==> src/rtl/conv_mmio_responder.sv <==
// MMIO responder with a 3x3 signed MAC engine on the core data bus.
// Optional build macro: CONV_RELU_EN clamps negative results to zero.
module conv_mmio_responder #(
  parameter logic [31:0] BASE_ADDR = 32'h0000_1000
) (
  input  logic        clk,
  input  logic        rst,
  input  logic        req_valid,
  input  logic        req_we,
  input  logic [31:0] req_addr,
  input  logic [31:0] req_wdata,
  output logic        req_ready,
  output logic        rsp_valid,
  output logic [31:0] rsp_rdata,
  output logic        busy,
  output logic        done_irq
);

  localparam logic [1:0] S_IDLE = 2'd0;
  localparam logic [1:0] S_MAC  = 2'd1;
  localparam logic [1:0] S_FIN  = 2'd2;

  localparam logic [5:0] A_CTRL = 6'd32;
  localparam logic [5:0] A_STAT = 6'd33;
  localparam logic [5:0] A_RES  = 6'd34;
  localparam logic [5:0] A_BIAS = 6'd35;

  logic [1:0]  state;
  logic [3:0]  idx;
  logic [31:0] acc;
  logic [31:0] result;
  logic [31:0] bias;
  logic [31:0] w [9];
  logic [31:0] x [9];
  logic        done;

  logic        hit;
  logic        take;
  logic [5:0]  word;
  logic        is_w;
  logic        is_x;
  logic        start;
  logic [31:0] rdata;
  logic [31:0] wk;
  logic [31:0] xk;
  logic [31:0] prod;
  logic [31:0] res;
  logic [31:0] res_out;

  assign req_ready = ~rst;
  assign busy      = (state != S_IDLE);

  assign hit   = (req_addr[31:8] == BASE_ADDR[31:8]);
  assign take  = req_valid & hit & ~rst;
  assign word  = req_addr[7:2];
  assign is_w  = (word[5:4] == 2'b00) && (word[3:0] <= 4'd8);
  assign is_x  = (word[5:4] == 2'b01) && (word[3:0] <= 4'd8);
  assign start = take & req_we & (word == A_CTRL)
               & req_wdata[0] & ~busy;

  // Sign-extend the low halves; the low 32 bits of the product are exact.
  assign wk   = {{16{w[idx][15]}}, w[idx][15:0]};
  assign xk   = {{16{x[idx][15]}}, x[idx][15:0]};
  assign prod = wk * xk;
  assign res  = acc + bias;

`ifdef CONV_RELU_EN
  assign res_out = res[31] ? 32'd0 : res;
`else
  assign res_out = res;
`endif

  always_comb begin
    rdata = 32'd0;
    unique case (1'b1)
      is_w:             rdata = w[word[3:0]];
      is_x:             rdata = x[word[3:0]];
      (word == A_STAT): rdata = {30'd0, done, busy};
      (word == A_RES):  rdata = result;
      (word == A_BIAS): rdata = bias;
      default:          rdata = 32'd0;
    endcase
  end

  always_ff @(posedge clk) begin
    if (rst) begin
      state     <= S_IDLE;
      idx       <= 4'd0;
      acc       <= 32'd0;
      result    <= 32'd0;
      bias      <= 32'd0;
      done      <= 1'b0;
      done_irq  <= 1'b0;
      rsp_valid <= 1'b0;
      rsp_rdata <= 32'd0;
      for (int i = 0; i < 9; i++) begin
        w[i] <= 32'd0;
        x[i] <= 32'd0;
      end
    end else begin
      rsp_valid <= take;
      rsp_rdata <= (take && !req_we) ? rdata : 32'd0;
      done_irq  <= 1'b0;

      if (take && !req_we && word == A_STAT)
        done <= 1'b0;

      if (take && req_we && !busy) begin
        if (is_w) w[word[3:0]] <= req_wdata;
        if (is_x) x[word[3:0]] <= req_wdata;
        if (word == A_BIAS) bias <= req_wdata;
      end

      unique case (state)
        S_IDLE: begin
          if (start) begin
            acc   <= 32'd0;
            idx   <= 4'd0;
            done  <= 1'b0;
            state <= S_MAC;
          end
        end
        S_MAC: begin
          acc <= acc + prod;
          idx <= idx + 4'd1;
          if (idx == 4'd8) state <= S_FIN;
        end
        S_FIN: begin
          // A same-cycle STATUS read clear is overridden here.
          result   <= res_out;
          done     <= 1'b1;
          done_irq <= 1'b1;
          state    <= S_IDLE;
        end
        default: state <= S_IDLE;
      endcase
    end
  end

endmodule

==> config.mk <==
export PLATFORM = sky130hd
export DESIGN_NAME = conv_mmio_responder
export DESIGN_NICKNAME = d
export VERILOG_FILES = /design/src/rtl/conv_mmio_responder.sv
export SDC_FILE = /design/constraint.sdc
export NUM_CORES = 2
export LEC_CHECK = 0
export CORE_MARGIN = 2
export CORE_UTILIZATION = 40
export CTS_CLUSTER_DIAMETER = 200
export CTS_CLUSTER_SIZE = 24
export DETAILED_ROUTE_END_ITERATION = 8
export PLACE_DENSITY_LB_ADDON = 0.2
export SETUP_SLACK_MARGIN = 0.5
export SYNTH_ARGS = -nofsm -noshare
export SYNTH_HDL_FRONTEND = slang
export SYNTH_SLANG_ARGS = --single-unit
==> constraint.sdc <==
create_clock -name clk -period 10 [get_ports clk]
set_input_delay 1 -clock clk [delete_from_list [all_inputs] [get_ports clk]]
set_output_delay 1 -clock clk [all_outputs]
set_load 0.02 [all_outputs]
==> results.json <==
{
  "outcome": "complete, no violations",
  "synth-simple-area-share_pct": 10.34,
  "synth-xor-area-share_pct": 0.7527,
  "power.density_nw_per_um2": 147.6,
  "grt_pass1_vias": 39510,
  "final_cell_mix": "edfxtp_1, and2_1, mux4_2",
  "synth-seq-cells": 1165,
  "leakage_nw": 26.53,
  "cts_sinks": 1165,
  "cpLargestDelayFamily": "adder cells",
  "post_drt_via_cell_ratio": 5.493,
  "synthAdderAreaFrac_pct": 11.73,
  "irDropWorstVdd_uv": 137.1,
  "grt_overflow_total": 0,
  "vias": 38410,
  "wire_per_inst_um": 26.27,
  "cts_resized": 0,
  "synth_compound_area_share_pct": 3.685,
  "crit_buf_inv": 7,
  "maxCapViolations": 0,
  "synthArstFlopShare_pct": 0,
  "clock_path_buffers": 3,
  "dr.pass1.iters": 9,
  "drtIter0Drc": 4015,
  "rows": 146,
  "place_hpwl_um": 119600,
  "cp_max_fo": 33,
  "hold_path.class": "reg -> reg",
  "gr-usage-all-layers_pct": 22.74,
  "cts_root_buf": "clkbuf_16",
  "critical-path-max-stage-delay_ps": 780,
  "clkTransAtPathRegs_ps": 110,
  "core_um2": 158600,
  "cp_common_cell": "fa_1",
  "post_synth_num_cell_types": 67,
  "syn2layout_area_growth_pct": 10.66,
  "place_congestion": 0.8836,
  "slowest_stage": "dfxtp_4",
  "layout_commonest_cell": "edfxtp_1",
  "fin_crit_sh_pct": 84.40,
  "ant_nets": 0,
  "synth-edff-count": 1024,
  "worst_pin_slew_ps": 1243,
  "fin_worst_skew_ps": 30.68,
  "fin_crit_ps": 8440,
  "routed_wl_um": 183700,
  "cts.hold.buffers_added": 0,
  "path_class": "reg -> reg",
  "cts_max_level": 2,
  "rsz0062_at_grt": "false",
  "fmax_mhz": 118.5,
  "syn_avg_cell_area_um2": 14.38,
  "tns_ps": 0,
  "synth-main-ff-cell": "edfxtp_1",
  "clock_latency_ps": 720,
  "dieArea_um2": 163200,
  "cts_buffers": 54,
  "antenna_found_initial": 16,
  "ys_seq_area_share_pct": 52.46,
  "post_cts_buffers": 0,
  "cp.required_ps": 10570,
  "initial_core_util_pct": 40.36,
  "hold_viol": 0,
  "ioPinCount": 104,
  "grt_first_pass_wirelength_um": 269600,
  "slew_headroom_pct": 16.90,
  "grt_max_degree": 97,
  "numPortBuffers": 101,
  "die_h_um": 404,
  "syn_area_um2": 64000,
  "drv_slew": 0,
  "drt_drc_violations_left": 0,
  "nets": 5363,
  "cp-end-kind": "flip-flop",
  "cts_tree": "done",
  "cp-start-kind": "flip-flop",
  "fillCellCount": 14370,
  "synth_top_family_by_area": "multiplexers",
  "ys_warn_count": 0,
  "die_w_um": 404,
  "synthMuxAreaShare_pct": 16.97,
  "setup_viol": 0,
  "layout-drive-gt1-share_pct": 14.48,
  "syn-instance-count": 4452,
  "arrival_ps": 9010,
  "finalCoreUtilization_pct": 44.67
}
## worst reg2reg max path: cells and delay by family (launching register included)
kind            cells  cell delay (ps)
flops               1              780
buf+inv             7             1630
simple gates        2              430
fa+ha+maj           7             3300
mux                 3              990
compound gates      6             1190
## layout make-up
class	count	area, um^2	share of cell area, %
multi-input combinational	3081	29830	42.12
sequential	1165	33580	47.42
inverter	369	1385	1.956
tap	2072	2592	3.661
antenna	5	12.51	0.01767
clock inverter	5	73.82	0.1042
timing repair buffer	200	1836	2.592
clock buffer	96	1509	2.131
## worst paths after layout
| path | startpoint | endpoint | slack, ps | depth (start not counted) |
|---|---|---|---|---|
| setup / recovery | flip-flop | acc[30]$_SDFFE_PP0P_ | 1560 | 25 |
| hold / removal | result[9]$_SDFFE_PP0P_ | result[9]$_SDFFE_PP0P_ | 460 | 2 |
| setup reg to reg | flip-flop | acc[30]$_SDFFE_PP0P_ | 1560 | 25 |
| hold reg to reg | result[9]$_SDFFE_PP0P_ | result[9]$_SDFFE_PP0P_ | 460 | 2 |
## per-stage QoR
stage | hold WS [ps] | std cells | instance area (um^2) | total power, mW | setup WS (ps)
6_report | 460.7 | 6993 | 70820 | 10.45 | 1560
5_1_grt | 479.9 | 6988 | 70810 | 10.96 | 1009
4_1_cts | 461.5 | 6988 | 70810 | 10.54 | 1405
3_5_place_dp | 446.9 | 6887 | 69230 | 7.921 | 1436
3_3_place_gp | 440.8 | 6887 | 69230 | 7.899 | 1455
2_1_floorplan | 431.4 | 4899 | 65680 | 7.278 | 2527
## cell usage after synthesis, types with 30 or more instances
library cell / count / area, um^2
inv_1: 369 / 1385
mux4_2: 456 / 10270
xnor2_1: 37 / 324.1
mux2i_1: 30 / 300.3
a21oi_1: 154 / 770.7
edfxtp_1: 1024 / 30750
buf_2: 36 / 180.2
fa_1: 293 / 5866
ha_1: 131 / 1639
nand2_1: 302 / 1134
a222oi_1: 31 / 310.3
o21ai_0: 70 / 350.3
nor2_1: 213 / 799.5
and2_1: 580 / 3628
dfxtp_1: 141 / 2823
nand3_1: 33 / 165.2
clkbuf_1: 188 / 705.7
## power breakdown
group | switching [mW] | leakage [nW] | internal, mW
Combinational | 1.30 | 14.3 | 0.917
Sequential | 0.0773 | 11.5 | 5.52
Clock | 1.60 | 0.741 | 1.05
Total | 2.97 | 26.5 | 7.48
## state kept, by name (all words and copies together), names as in the netlist, named ones only
name,count
acc,32
bias,32
done,1
done_irq,1
idx,4
result,32
rsp_rdata,32
rsp_valid,1
state,2
w,512
x,512
## routing by layer
metal | vias to the layer above | global-route usage (%) | part of all wire, %
li1 | 16520 | - | -
met5 | - | 0 | 0.033
met2 | 1387 | 37.31 | 47
met4 | 8 | 5.145 | 2.5
met1 | 20250 | 31.60 | 42
met3 | 248 | 4.161 | 8.2
## kinds of logic (layout without fill, tap and decap cells)
family                   count (synthesis)  in the layout
AND/OR/NAND/NOR                       1262           1262
flip-flops                            1165           1165
buffers and inverters                  653            670
multiplexers                           512            512
adder cells (fa/ha/maj)                424            424
AO/OA/AOI/OAI                          380            380
XOR/XNOR                                55             55
other                                    1            453
Note: power is estimated with default switching activity, not from simulation.
